==> config.mk <==
export PLATFORM = sky130hd
export DESIGN_NAME = acumulador_parcelas
export DESIGN_NICKNAME = d
export VERILOG_FILES = /design/src/rtl/acumulador_parcelas.sv
export SDC_FILE = /design/constraint.sdc
export NUM_CORES = 1
export LEC_CHECK = 0
export BUFFER_PORTS_ARGS = -buffer_cell sky130_fd_sc_hd__buf_4
export CAP_MARGIN = 15
export CORE_UTILIZATION = 25
export DETAILED_ROUTE_END_ITERATION = 6
export PLACE_DENSITY_LB_ADDON = 0.12
export SYNTH_ARGS = -nofsm -noshare
export SYNTH_HDL_FRONTEND = slang
export SYNTH_SLANG_ARGS = --single-unit
export TNS_END_PERCENT = 100
==> constraint.sdc <==
create_clock -name clock -period 5.2 [get_ports clock]
set_input_delay 0.26 -clock clock [delete_from_list [all_inputs] [get_ports clock]]
set_output_delay 0.26 -clock clock [all_outputs]
set_load 0.005 [all_outputs]
==> src/rtl/acumulador_parcelas.sv <==
// Sequential six-term accumulator that drives the upstream mux select and sums the returned terms.
// Optional saturation of the final result to WIDTH bits is enabled with `define ACUMULADOR_SAT_EN.
module acumulador_parcelas #(
    parameter int WIDTH   = 16,
    parameter int N_TERMS = 6,
    parameter int SEL_W   = 3
) (
    input  logic               clock,
    input  logic               reset,
    input  logic               iniciar,
    input  logic [WIDTH-1:0]   parcela,
    output logic [SEL_W-1:0]   op,
    output logic [WIDTH+2:0]   soma,
    output logic               ocupado,
    output logic               pronto,
    output logic               overflow
);

    typedef enum logic [1:0] {
        INICIAL = 2'd0,
        SOMA    = 2'd1,
        FIM     = 2'd2
    } estado_t;

    localparam logic [SEL_W-1:0] ULTIMO_IDX = SEL_W'(N_TERMS - 1);

    estado_t           estado;
    estado_t           proximo;
    logic [SEL_W-1:0]  idx;
    logic              ultimo;
    logic [WIDTH+2:0]  soma_prox;

    assign ultimo    = (idx == ULTIMO_IDX);
    assign soma_prox = soma + {3'b000, parcela};

    // NOTE: sequential state uses non-blocking assignments so every register samples pre-edge values.
    always_ff @(posedge clock or posedge reset) begin
        if (reset) begin
            estado <= INICIAL;
        end else begin
            estado <= proximo;
        end
    end

    // NOTE: every output of this block is defaulted first, so no path through the case infers a latch.
    always_comb begin
        proximo = estado;
        op      = '0;
        ocupado = 1'b0;
        pronto  = 1'b0;
        unique case (estado)
            INICIAL: begin
                if (iniciar) proximo = SOMA;
            end
            SOMA: begin
                op      = idx;
                ocupado = 1'b1;
                if (ultimo) proximo = FIM;
            end
            FIM: begin
                pronto  = 1'b1;
                proximo = INICIAL;
            end
            default: proximo = INICIAL;
        endcase
    end

`ifdef ACUMULADOR_SAT_EN
    localparam logic [WIDTH+2:0] SOMA_MAX = {3'b000, {WIDTH{1'b1}}};
    logic overflow_q;

    // The saturated value is written on the last addition so soma already holds it during FIM.
    always_ff @(posedge clock or posedge reset) begin
        if (reset) begin
            soma       <= '0;
            idx        <= '0;
            overflow_q <= 1'b0;
        end else begin
            unique case (estado)
                INICIAL: begin
                    if (iniciar) begin
                        soma       <= '0;
                        idx        <= '0;
                        overflow_q <= 1'b0;
                    end
                end
                SOMA: begin
                    idx <= idx + 1'b1;
                    if (ultimo && (soma_prox > SOMA_MAX)) begin
                        soma       <= SOMA_MAX;
                        overflow_q <= 1'b1;
                    end else begin
                        soma <= soma_prox;
                    end
                end
                default: ;
            endcase
        end
    end

    assign overflow = overflow_q;
`else
    // Full WIDTH+3-bit sum of N_TERMS terms can never wrap, so there is nothing to flag.
    always_ff @(posedge clock or posedge reset) begin
        if (reset) begin
            soma <= '0;
            idx  <= '0;
        end else begin
            unique case (estado)
                INICIAL: begin
                    if (iniciar) begin
                        soma <= '0;
                        idx  <= '0;
                    end
                end
                SOMA: begin
                    idx  <= idx + 1'b1;
                    soma <= soma_prox;
                end
                default: ;
            endcase
        end
    end

    assign overflow = 1'b0;
`endif

endmodule

# Word-level counts from Yosys, hierarchy flattened
# Cells that the tools add are included.
# W data, S select, Z words.
[totals]
regBits = 24
input_bits = 19
output_inout_bits = 25
wordCells = 24
[op_classes]
addsub = 2
eq_ne = 5
n_mux = 10
n_reduce_logical = 4
[ops]
columns = ["op", "n"]
rows = [
  ["$pmux W19 S2", 1],
  ["$add A19 B16 Y19", 1],
  ["$mux W19", 1],
  ["$mux W3", 2],
  ["$pmux W3 S2", 1],
  ["$mux W2", 2],
  ["$ne A2 B2 Y1 const B", 2],
  ["$pmux W2 S2", 1],
  ["$reduce_and A2 Y1", 2],
  ["$add A3 B1 Y3 const B", 1],
  ["$eq A3 B3 Y1 const B", 1],
  ["$eq A2 B1 Y1 const B", 1],
  ["$eq A2 B2 Y1 const B", 1],
  ["$logic_not A2 Y1", 1],
  ["$mux W1", 2],
  ["$reduce_bool A2 Y1", 1],
]

# Logic depth before layout (Yosys ltp)
[depth]
ltp_word = 3
ltp_mapped = 8
depth_no_buf = 8

# Worst setup path after synthesis
# OpenSTA, ideal clock, no wires.
[synth_timing]
kind = "flip-flop to flip-flop"
from = "reg soma[0]"
to = "reg soma[14]"
setup_ns = 0.133
t_arrival_ns = 1.987
t_required_ns = 5.067
slack_ns = 3.080
path_stages_with_launch = 9
path_buffers = 0
period_less_slack_ns = 2.120
path_cell_list = "dfrtp_1 -> ha_1 -> fa_1 -> a21oi_1 -> nand4b_1 -> nand2_1 -> a211oi_4 -> o2111a_1 -> o31ai_1"
[synth_via]
elab_chain_cells = 2
[synth_lines]
columns = ["element", "line", "text"]
rows = [
  ["from (decl)", "13", "output logic [WIDTH+2:0] soma,"],
  ["from (signal assigned)", "118", "soma <= soma_prox;"],
  ["$add A19 B16 Y19", "34", "assign soma_prox = soma + {3'b000, parcela};"],
  ["$pmux W19 S2", "109", "unique case (estado)"],
]
# Every way passes these cells.
# A chain may end at the register's enable or synchronous reset.

# Worst setup path after layout
# Ends and elaborated chain as after synthesis.

==> results.txt <==
----------------------------------------------------
[Hold path]
  Hold Crit Class ... in2async

[Place]
  Detailed placer's ending HPWL ... 3380 um
  Placed cells ... 341
  Final Wtd Congestion ... 0.760
  Pre-CTS worst setup slack ... 2850 ps
  # port buffers ... 42

[Status]
  Run status ... complete, no violations

[Clock network]
  Number of buffers created by CTS ... 3
  Root buffer cell ... sky130_fd_sc_hd__clkbuf_8
  Clock-pin transition on the worst setup and hold timing paths ... 100 ps
  Total number of clock tree sinks ... 24
  Count of cells resized by post-cts repair ... 0
  Buffer levels on the longest clock path ... 2
  Number of H-tree levels ... 1
  TritonCTS clock tree ... yes
  Post-CTS Setup Inserts ... 0
  Clk Latency, worst-skew pair ... 270 ps
  Total of hold buffers inserted after clock tree synthesis ... 0

[Floorplanning]
  Number of core rows ... 30
  Horizontal die dimension ... 86.4 um
  Die Outline Area ... 7470 um2
  Vertical die dimension ... 86.4 um
  Core area ... 6830 um2
  I/O pins ... 44
  Initial Util ... 26.1%

[GRT]
  GR met2 Demand/Resource ... 21.6%
  Most Used Layer, Global Route ... met2
  Maximum number of pins on one net before global-route repair ... 28
  Grt ovf ... 0
  Global router's overall resource usage ... 13.3%
  First-pass GRT wire length ... 7760 um
  GR met1 Demand/Resource ... 18.7%
  Met3 usage in global routing ... 2.48%
  Number of antenna violations at the first check in global routing ... 0
  Via count of the first global-routing pass ... 1530

[Synth]
  Main area contributors after synthesis ... sky130_fd_sc_hd__dfrtp_1, sky130_fd_sc_hd__ha_1, sky130_fd_sc_hd__nand2_1
  Fraction of the yosys area taken by sequential cells ... 33.7%
  EDFF count, synth ... 0
  Ys async rst share ... 100%
  Library cells used by synthesis ... 44
  Yosys reg bits ... 24
  Cell taking the most area after synthesis ... sky130_fd_sc_hd__dfrtp_1
  Mean post-synth cell area ... 8.61 um2
  Share of the synthesized area in the top cell type ... 33.7%
  Synthesis warning total ... 0
  Leading register cell type out of synthesis ... sky130_fd_sc_hd__dfrtp_1
  Nets in the synthesized netlist ... 245
  Cell count after synthesis ... 207
  Synthesized area ... 1780 um2

[Detailed routing]
  Post-detailed-routing wire length ... 4660 um
  Drt via density ... 4.76
  Number of optimization iterations in the first detailed-route pass ... 4
  Drt wl/cell ... 13.5 um
  Count of vias placed by the detailed router ... 1648
  DRC ... 0
  Final antenna-violating net count ... 0
  Starting DRC count in detailed routing ... 73

[STA]
  Shortest period the worst path allows ... 2370 ps
  Part of the cycle the worst path needs ... 45.6%
  Total Negative Setup Slacks ... 0 ps
  Worst-case setup margin in the final layout ... 2830 ps
  Maximum operating frequency ... 422 MHz
  Final Hold Viols ... 0
  Slew of the pin with the lowest slew margin ... 642 ps
  Setup violations, final ... 0
  Final slew viol count ... 0
  RSZ-0062 raised after global routing ... false
  Worst Clk Skew ... 3.45 ps
  Worst slew margin relative to its limit ... 56.9%

[Power and ir drop]
  Fraction of power consumed by the clock network ... 10.0%
  IR drop worst, VDD ... 0.177 mV
  Part of the total power dissipated in combinational logic ... 63.6%
  Power density cells ... 602 nW/um2
  Switching Share ... 45.0%
  Part of the power in registers ... 26.5%
  Leakage dissipation ... 1.09 nW
  Net switching power ... 0.616 mW
  Cell-internal power ... 0.752 mW

[Worst setup path]
  Nature of the critical path startpoint ... flip-flop
  Critical path required time ... 5360 ps
  Critical Path AT ... 2530 ps
  Start-to-end type of the worst setup path ... reg2reg
  Kind of capture point of the worst setup path ... flip-flop
  Critical-path maximum fanout ... 5

[Run]
  MaxCap Viol Count ... 0

[Cells and area]
  Post-route non-filler standard cell count ... 346
  Share of layout cells above drive strength 1 ... 20.4%
  Area grow syn2layout ... 27.7%
  Fin nets ... 289
  Antenna diode count ... 0

----------------------------------------------------
[synthesized netlist by cell type (all sizes together), types with 4 or more instances]
cell / number
nand2: 36
a31oi: 4
xor2: 4
nand3: 9
clkbuf: 4
a21oi: 15
and3: 5
inv: 9
dfrtp: 24
xnor2: 5
o21ai: 18
a21o: 7
mux2i: 4
nor2: 7
ha: 18
[power by group through the flow]
stage	Sequential [mW]	Clock, mW	Combinational (mW)
2_1_floorplan	0.353	0	0.588
3_3_place_gp	0.364	0	0.881
3_5_place_dp	0.367	0	0.873
4_1_cts	0.363	0.144	0.878
5_1_grt	0.377	0.148	0.987
6_report	0.362	0.137	0.870
[sequential cells by signal (all words and copies together) (netlist names)]
register  flops
estado        2
idx           3
soma         19
[worst paths after layout]
| check | slack (ps) | endpoint | cells past startpoint | startpoint |
|---|---|---|---|---|
| worst max register to register | 2830 | soma[14] | 8 | soma[0] |
| min in group clock | 310 | soma[0] | 4 | parcela[0] |
| max in group asynchronous | 4700 | soma[15] | 3 | reset |
| worst min-delay path | 20 | soma[0] | 2 | reset |
| worst min register to register | 490 | soma[18] | 1 | soma[18] |
| worst max-delay path | 2830 | soma[14] | 8 | soma[0] |
[stage by stage]
step | hold WS (ps) | instance area, um2 | util, % | total power, mW
after floorplan | 275 | 1780 | - | 0.942
after global placement | 485 | 2200 | 32.3 | 1.25
after detailed placement | 483 | 2200 | 32.3 | 1.24
after CTS | 260 | 2260 | 33.1 | 1.39
after global routing | 71.5 | 2270 | 33.3 | 1.51
final | 17.4 | 2270 | 33.3 | 1.37
[metal layers]
layer  wire length, um  share of wire (%)
met5                 0                  0
met4                24               0.52
met3               216                4.6
met1              2290                 49
met2              2130                 46
[area by class of cell]
type	instances	area, um2
Fill cell	757	4560
Multi-Input combinational cell	168	1120
Sequential cell	24	601
Tap cell	96	120
Clock buffer	4	55.1
Timing Repair Buffer	45	345
Inverter	9	33.8
[cells in the final DEF (no fill, tap or decap), types with 2 or more instances in the layout]
cell type                  instances
sky130_fd_sc_hd__nor2b_1           3
sky130_fd_sc_hd__ha_1             18
sky130_fd_sc_hd__nor2_1            7
sky130_fd_sc_hd__nand3_1           9
sky130_fd_sc_hd__and3_1            4
sky130_fd_sc_hd__o21ai_0          18
sky130_fd_sc_hd__buf_4            44
sky130_fd_sc_hd__nand2_1          36
sky130_fd_sc_hd__inv_1             9
sky130_fd_sc_hd__and2_1            3
sky130_fd_sc_hd__a31oi_1           4
sky130_fd_sc_hd__xor2_1            4
sky130_fd_sc_hd__a211oi_1          2
sky130_fd_sc_hd__clkbuf_8          4
sky130_fd_sc_hd__o31ai_1           2
sky130_fd_sc_hd__o21bai_1          3
sky130_fd_sc_hd__xnor2_1           5
sky130_fd_sc_hd__nor3b_1           2
sky130_fd_sc_hd__a21oi_1          15
sky130_fd_sc_hd__dfrtp_1          24
sky130_fd_sc_hd__a21o_1            7
sky130_fd_sc_hd__nand2b_1          2
sky130_fd_sc_hd__mux2i_1           4
[critical path, stage by stage, from the launching register on]
cell and delay (ps):
sky130_fd_sc_hd__dfrtp_1 410, sky130_fd_sc_hd__ha_1 230, sky130_fd_sc_hd__fa_1 410, sky130_fd_sc_hd__a21oi_1 210, sky130_fd_sc_hd__nand4b_1 150, sky130_fd_sc_hd__nand2_1 140, sky130_fd_sc_hd__a211oi_4 370, sky130_fd_sc_hd__o2111a_1 250
sky130_fd_sc_hd__o31ai_1 70
[kinds of logic (layout without fill, tap and decap cells)]
logic type,Yosys count,after routing,synth area share [%]
compound gates,64,64,23.4
xor+xnor,9,9,4.42
fa+ha+maj,19,19,13.8
buf+inv,15,58,3.44
flops,24,24,33.7
mux,4,4,2.25
other cells,1,1,0.210
simple gates,71,71,18.8
Note: power is estimated with default switching activity, not from simulation.
